<file path="src/rtl/sar_pkg.sv">
`default_nettype none
// +--------------------------------------------------------------------+
// | Module  : sar_pkg                                                  |
// | Brief   : Shared constants and width helpers for the SAR code      |
// |           averager slice.                                          |
// | Revision: 1.0 - initial release                                    |
// +--------------------------------------------------------------------+
package sar_pkg;

   localparam int ADC_DATA_W = 10;

   // Accumulator width: holds 2^log2_avg codes of data_w bits without overflow.
   function automatic int avg_acc_w(input int data_w, input int log2_avg);
      return data_w + log2_avg;
   endfunction

   // Ceiling log2, used for FIFO pointer and occupancy widths.
   function automatic int clog2(input int value);
      int r;
      int v;
      r = 0;
      v = value - 1;
      while (v > 0) begin
         r = r + 1;
         v = v >> 1;
      end
      return r;
   endfunction

endpackage
`default_nettype wire

</file>
<file path="src/rtl/sar_code_averager_if.sv">
`default_nettype none
// +--------------------------------------------------------------------+
// | Module  : sar_code_averager_if                                     |
// | Brief   : ADC sample input and averaged-result handshake bundle.   |
// |           master = averager side, slave = ADC/back-end side.       |
// | Revision: 1.0 - initial release                                    |
// +--------------------------------------------------------------------+
interface sar_code_averager_if
   import sar_pkg::*;
#(
   parameter int DATA_W  = ADC_DATA_W,
   parameter int LEVEL_W = 3
);
   logic              eoc;
   logic [DATA_W-1:0] adc_code;
   logic              clear;
   logic [DATA_W-1:0] avg_data;
   logic              avg_valid;
   logic              avg_ready;
   logic [LEVEL_W-1:0] fifo_level;
   logic              overrun;

   modport master (
      input  eoc, adc_code, clear, avg_ready,
      output avg_data, avg_valid, fifo_level, overrun
   );

   modport slave (
      output eoc, adc_code, clear, avg_ready,
      input  avg_data, avg_valid, fifo_level, overrun
   );
endinterface
`default_nettype wire

</file>
<file path="src/rtl/sar_sync_fifo.sv">
`default_nettype none
// +--------------------------------------------------------------------+
// | Module  : sar_sync_fifo                                            |
// | Brief   : Registered circular-buffer FIFO with synchronous flush.  |
// |           Push while full is accepted only if a pop happens too.   |
// | Revision: 1.0 - initial release                                    |
// +--------------------------------------------------------------------+
module sar_sync_fifo
   import sar_pkg::*;
#(
   parameter int DATA_W = ADC_DATA_W,
   parameter int DEPTH  = 4
) (
   input  wire logic                    clk,
   input  wire logic                    reset,
   input  wire logic                    clear,
   input  wire logic                    push,
   input  wire logic [DATA_W-1:0]       din,
   input  wire logic                    pop,
   output logic                         full,
   output logic                         empty,
   output logic [clog2(DEPTH):0]        level,
   output logic [DATA_W-1:0]            head
);
   localparam int c_aw = clog2(DEPTH);
   localparam logic [c_aw:0] c_full_level = (c_aw+1)'(DEPTH);

   logic [DATA_W-1:0] r_mem [DEPTH];
   logic [c_aw-1:0]   r_rd;
   logic [c_aw-1:0]   r_wr;
   logic [c_aw:0]     r_level;
   logic [DATA_W-1:0] r_last;
   logic              w_do_pop;
   logic              w_do_push;

   assign full      = (r_level == c_full_level);
   assign empty     = (r_level == '0);
   assign level     = r_level;
   // Pops from an empty FIFO are ignored; a full FIFO only takes a push alongside a pop.
   assign w_do_pop  = pop & ~empty;
   assign w_do_push = push & (~full | w_do_pop);
   // When empty the output keeps showing the most recently popped entry.
   assign head      = empty ? r_last : r_mem[r_rd];

   // Storage, pointers and occupancy; flush only resets pointers and level.
   always_ff @(posedge clk or negedge reset) begin
      if (!reset) begin
         for (int i = 0; i < DEPTH; i++) begin
            r_mem[i] <= '0;
         end
         r_rd    <= '0;
         r_wr    <= '0;
         r_level <= '0;
         r_last  <= '0;
      end else if (clear) begin
         r_rd    <= '0;
         r_wr    <= '0;
         r_level <= '0;
      end else begin
         if (w_do_push) begin
            r_mem[r_wr] <= din;
            r_wr        <= r_wr + 1'b1;
         end
         if (w_do_pop) begin
            r_last <= r_mem[r_rd];
            r_rd   <= r_rd + 1'b1;
         end
         if (w_do_push && !w_do_pop) begin
            r_level <= r_level + 1'b1;
         end else if (w_do_pop && !w_do_push) begin
            r_level <= r_level - 1'b1;
         end
      end
   end
endmodule
`default_nettype wire

</file>
<file path="src/rtl/sar_code_averager.sv">
`default_nettype none
// +--------------------------------------------------------------------+
// | Module  : sar_code_averager                                        |
// | Brief   : Captures a SAR code on each rising eoc edge, averages    |
// |           2^LOG2_AVG codes and queues results for the back end.    |
// | Revision: 1.0 - initial release                                    |
// +--------------------------------------------------------------------+
module sar_code_averager
   import sar_pkg::*;
#(
   parameter int DATA_W     = ADC_DATA_W,
   parameter int LOG2_AVG   = 2,
   parameter int FIFO_DEPTH = 4
) (
   input  wire logic             clk,
   input  wire logic             reset,
   sar_code_averager_if.master   bus
);
   localparam int c_acc_w = avg_acc_w(DATA_W, LOG2_AVG);

   logic              r_eoc_q;
   logic              r_overrun;
   logic              w_take;
   logic              w_push;
   logic [DATA_W-1:0] w_result;
   logic              w_full;
   logic              w_empty;

   // eoc_q resets high so an eoc already asserted at reset release is not a new sample.
   always_ff @(posedge clk or negedge reset) begin
      if (!reset) begin
         r_eoc_q <= 1'b1;
      end else begin
         r_eoc_q <= bus.eoc;
      end
   end

   assign w_take = bus.eoc & ~r_eoc_q;

   generate
      if (LOG2_AVG == 0) begin : g_pass
         assign w_push   = w_take;
         assign w_result = bus.adc_code;
      end else begin : g_avg
         logic [c_acc_w-1:0]  r_acc;
         logic [LOG2_AVG-1:0] r_cnt;
         logic [c_acc_w-1:0]  w_sum;
         logic                w_last;

         assign w_sum    = r_acc + {{LOG2_AVG{1'b0}}, bus.adc_code};
         assign w_last   = &r_cnt;
         assign w_push   = w_take & w_last;
         // Truncating divide by the block length.
         assign w_result = DATA_W'(w_sum >> LOG2_AVG);

         // Block accumulator: a completed block restarts from zero.
         always_ff @(posedge clk or negedge reset) begin
            if (!reset) begin
               r_acc <= '0;
               r_cnt <= '0;
            end else if (bus.clear) begin
               r_acc <= '0;
               r_cnt <= '0;
            end else if (w_take) begin
               if (w_last) begin
                  r_acc <= '0;
                  r_cnt <= '0;
               end else begin
                  r_acc <= w_sum;
                  r_cnt <= r_cnt + 1'b1;
               end
            end
         end
      end
   endgenerate

   // Sticky drop flag: a result arrived with the FIFO full and nothing leaving.
   always_ff @(posedge clk or negedge reset) begin
      if (!reset) begin
         r_overrun <= 1'b0;
      end else if (bus.clear) begin
         r_overrun <= 1'b0;
      end else if (w_push && w_full && !bus.avg_ready) begin
         r_overrun <= 1'b1;
      end
   end

   sar_sync_fifo #(
      .DATA_W (DATA_W),
      .DEPTH  (FIFO_DEPTH)
   ) u_fifo (
      .clk   (clk),
      .reset (reset),
      .clear (bus.clear),
      .push  (w_push),
      .din   (w_result),
      .pop   (bus.avg_ready),
      .full  (w_full),
      .empty (w_empty),
      .level (bus.fifo_level),
      .head  (bus.avg_data)
   );

   assign bus.avg_valid = ~w_empty;
   assign bus.overrun   = r_overrun;
endmodule
`default_nettype wire

</file>
<file path="src/flat_wrapper.sv">
// flat-port wrapper written by rule: the top's interface ports become plain ports
module sar_code_averager_flat import sar_pkg::*;
#(
   parameter int DATA_W     = ADC_DATA_W,
   parameter int LOG2_AVG   = 2,
   parameter int FIFO_DEPTH = 4
)
  (clk, reset, bus_eoc, bus_adc_code, bus_clear, bus_avg_ready, bus_avg_data, bus_avg_valid, bus_fifo_level, bus_overrun);
  sar_code_averager_if #(.DATA_W(DATA_W), .LEVEL_W(3)) bus_i ();
  input  wire logic clk;
  input  wire logic reset;
  input wire logic [$bits(bus_i.eoc)-1:0] bus_eoc;
  input wire logic [$bits(bus_i.adc_code)-1:0] bus_adc_code;
  input wire logic [$bits(bus_i.clear)-1:0] bus_clear;
  input wire logic [$bits(bus_i.avg_ready)-1:0] bus_avg_ready;
  output wire logic [$bits(bus_i.avg_data)-1:0] bus_avg_data;
  output wire logic [$bits(bus_i.avg_valid)-1:0] bus_avg_valid;
  output wire logic [$bits(bus_i.fifo_level)-1:0] bus_fifo_level;
  output wire logic [$bits(bus_i.overrun)-1:0] bus_overrun;
  assign bus_i.eoc = bus_eoc;
  assign bus_i.adc_code = bus_adc_code;
  assign bus_i.clear = bus_clear;
  assign bus_i.avg_ready = bus_avg_ready;
  assign bus_avg_data = bus_i.avg_data;
  assign bus_avg_valid = bus_i.avg_valid;
  assign bus_fifo_level = bus_i.fifo_level;
  assign bus_overrun = bus_i.overrun;
  sar_code_averager #(.DATA_W(DATA_W), .LOG2_AVG(LOG2_AVG), .FIFO_DEPTH(FIFO_DEPTH)) u_core (.clk(clk), .reset(reset), .bus(bus_i));
endmodule
</file>
<file path="config.mk">
export PLATFORM = sky130hd
export DESIGN_NAME = sar_code_averager_flat
export DESIGN_NICKNAME = d
export VERILOG_FILES = /design/src/rtl/sar_pkg.sv /design/src/rtl/sar_code_averager_if.sv /design/src/rtl/sar_sync_fifo.sv /design/src/rtl/sar_code_averager.sv /design/src/flat_wrapper.sv
export SDC_FILE = /design/constraint.sdc
export NUM_CORES = 1
export LEC_CHECK = 0
export ABC_AREA = 1
export BUFFER_PORTS_ARGS = -buffer_cell sky130_fd_sc_hd__buf_4
export CAP_MARGIN = 5
export CORE_UTILIZATION = 56
export CTS_CLUSTER_DIAMETER = 200
export DETAILED_ROUTE_END_ITERATION = 8
export HOLD_SLACK_MARGIN = 0.1
export PLACE_DENSITY = 0.75
export SLEW_MARGIN = 25
export SYNTH_ARGS = -nofsm -noshare
export SYNTH_HDL_FRONTEND = slang
export SYNTH_SLANG_ARGS = --single-unit
</file>
<file path="constraint.sdc">
create_clock -name clk -period 2.3 [get_ports clk]
set_input_delay 0.345 -clock clk [delete_from_list [all_inputs] [get_ports clk]]
set_output_delay 0.345 -clock clk [all_outputs]
set_load 0.05 [all_outputs]
</file>
==> run_results.csv <==
group,metric,value,unit
layout,final_nets,571,
power_and_ir_drop,power_density,928.2,nW/um^2
flow_run,maxCapViolCount,0,
setup_path,crit_family,"compound AO/OA/AOI/OAI gates",
synthesis,syn_nets,537,
synthesis,synthTopCellsByCount,"nand2_1, dfrtp_1, inv_1",
synthesis,netlist_top_cells_area,"dfrtp_1, nand2_1, o21ai_0, nand3_1, ha_1",
grt,grt_pass1_vias,3194,
setup_path,cpPeakStageDelay,0.35,ns
place,hpwl,6194,um
drt,routedWlPerCell,13.79,um
floorplanning,die_w,85.96,um
synthesis,synthCells,505,
floorplanning,die_h,85.96,um
synthesis,yosysMostFrequentCell,"nand2_1",
synthesis,synth_top_area_share,45.64,%
timing,finalHoldViolations,0,
timing,setup_viol,0,
grt,antenna_found_initial,0,
floorplanning,boundaryPins,30,
timing,rsz0062_at_grt,"no",
cts,cts_buffers,9,
status,outcome,"finished, final reports clean",
cts,post_cts_buffers,0,
timing,max_freq,475.5,MHz
power_and_ir_drop,p_leak,2.416,nW
synthesis,yosysTopAreaCell,"dfrtp_1",
cts,cts.sink_count,73,
setup_path,slowest_stage,"dfrtp_1",
drt,routed_wl,8823,um
layout,fin_cells,640,
setup_path,path_cells,"buf_4, o21ai_0, o22ai_1, nand2_1, o21ai_1, buf_4",
cts,htreeDepth,3,
power_and_ir_drop,irDropWorstVdd,0.0005072,V
layout,drive_above_1_share,12.68,%
setup_path,r2r_cells,8,
setup_path,critPathMaxFanout,21,
cts,clk_path_buf_depth,2,
grt,grt.overflow.total,0,
cts,cts_tree,"built",
cts,clkTransAtPathRegs,0.09,ns
floorplanning,start_util,58.10,%
timing,slew_viol_final,0,
setup_path,crit_path_start,"u_core.u_fifo.r_rd[0]$_DFFE_PN0P_",
timing,min_period,2.103,ns
layout,fin_util,66.26,%
drt,viasPerCell,5.434,
timing,min_period_over_period,91.44,%
synthesis,yosysWarningCount,0,
synthesis,ys_ff_latch,73,
synthesis,ys.flop_type,"dfrtp_1",
layout,area_delta_synth_final,14.04,%
setup_path,cpMostUsedCell,"buf_4",
setup_path,worstSetupPathType,"flop to output port",
place,finalWeightedCongestion,0.9083,
synthesis,synth.avg_cell_area,7.817,sq um
grt,grt_pass1_wl,15030,um
grt,grt_max_degree,39,
cts,cts_root_buffer,"clkbuf_8",
synthesis,synth_cell_types,27,
drt,drt.antenna.violating_nets,0,
synthesis,ys_async_sr_fraction,100.0,%
drt,drtIter0Drc,300,
power_and_ir_drop,finalPower,4.179,mW
layout,fill_cells,602,
grt,grt_usage,26.57,%
timing,tightest_slew,0.5354,ns
drt,first_pass_iters,5,
cts,clkLatencyLatePin,0.35,ns
floorplanning,dieArea,7389,sq um
timing,slew_headroom,64.27,%
setup_path,crit_path_end_kind,"output port",
setup_path,rr_startpoint,"u_core.u_fifo.level[0]$_DFFE_PN0P_",
worst_hold_path,hold-path-cell-count,2,
worst_hold_path,holdCritPathClass,"input pin to flop",
worst_hold_path,hold_path_startpoint,"bus_clear",
drt,num_vias,3478,
setup_path,crit_arrival,1.76,ns
timing,skew,0.01066,ns
place,placedCellCount,622,
synthesis,ys_seq_area_share,46.31,%
place,io_buffers,29,
setup_path,path_buf_inv,2,
floorplanning,row_count,30,
floorplanning,core,6794,sq um
layout,num_antenna_cells,0,
setup_path,cp.depth,6,
setup_path,worstSetupStartpointType,"flop",
drt,drc_errors,0,
setup_path,worstPathRequired,1.96,ns
synthesis,syn_area,3948,sq um
synthesis,synth-edff-count,0,
-- state kept, by name, indices dropped and copies added (netlist names) --
name                  flops
u_core.u_fifo.r_mem      40
u_core.g_avg.r_acc       12
u_core.u_fifo.r_last     10
u_core.u_fifo.level       3
u_core.g_avg.r_cnt        2
u_core.u_fifo.r_rd        2
u_core.u_fifo.r_wr        2
u_core.bus.overrun        1
u_core.r_eoc_q            1
-- final cells by class --
cell class	count	area, sq um	area share, %
flip-flops and latches	73	1828	40.61
clock inverters	7	93.84	2.084
repair buffers	38	302.8	6.726
inverters	55	210.2	4.669
multi-input cells	362	1823	40.49
well taps	96	120.1	2.668
clock buffers	9	123.9	2.752
-- worst register-to-register path, cell delays in order (launching register included) --
cell and delay [ns]:
dfrtp_1 0.40, nor2_1 0.18, nand3_1 0.16, nand3_1 0.19, inv_1 0.07, fa_1 0.37
xor2_1 0.16, xor2_1 0.16, o21ai_1 0.12
-- routing by layer --
metal / part of all wire [%] / GRT usage [%]
met1: 45 / 36.67
met3: 5.9 / 5.101
met2: 47 / 41.99
met4: 1.9 / 9.394
met5: 0 / 0
-- power by group --
part | switching [mW] | internal, mW | total (mW)
combinational | 1.12 | 0.471 | 1.59
sequential | 0.0592 | 1.40 | 1.46
clock | 0.515 | 0.611 | 1.13
total | 1.70 | 2.48 | 4.18
-- worst paths after layout --
path,to,slack [ns]
min reg2reg,u_core.u_fifo.r_mem[9]$_DFFE_PN0P_,0.49
min,u_core.bus.overrun$_DFFE_PN0P_,0.22
max in group asynchronous,u_core.r_eoc_q$_DFF_PN1_,1.18
min in group asynchronous,u_core.u_fifo.r_last[7]$_DFFE_PN0P_,0.50
max,bus_avg_data[4],0.20
max reg2reg,u_core.u_fifo.level[2]$_DFFE_PN0P_,0.41
-- kinds of logic (layout without fill, tap and decap cells) --
logic type                 Yosys count  count (layout)  synth area share, %
AOI/OAI and AO/OA                   91              91                12.04
and+or+nand+nor                    249             249                27.26
xor gates and xnor gates             5               5                1.110
buffers and inverters               70             109                7.512
adders and majority gates           17              17                5.769
DFF                                 73              73                46.31
-- cell usage in the layout, fill, tap and decap left out, types with 9 or more instances in the layout --
master / count
buf_4: 35
clkbuf_8: 9
dfrtp_1: 72
ha_1: 15
inv_1: 48
nand2_1: 157
nand3_1: 42
nor2_1: 33
o21ai_0: 39
o21ai_1: 33
o22ai_1: 11
-- metrics by stage --
| stage | cell area (sq um) | hold slack, ns | setup WS, ns | TNS (ns) |
|---|---|---|---|---|
| final | 4502 | 0.2216 | 0.1969 | 0 |
| after global routing | 4502 | 0.2140 | 0.06768 | 0 |
| after CTS | 4498 | 0.2209 | 0.1249 | 0 |
| after detailed placement | 4260 | 0.3504 | 0.3768 | 0 |
| after global placement | 4260 | 0.3515 | 0.4258 | 0 |
| after floorplan | 3948 | 0.04941 | -0.1826 | -1.644 |
-- what timing repair did --
item / 4_1_cts / 5_1_grt
resized for setup: 0 / 1
hold endpoints to repair: 38 / 0
setup endpoints to repair: 0 / 1
hold buffers: 2 / 0
(Power assumes the default switching activity.)
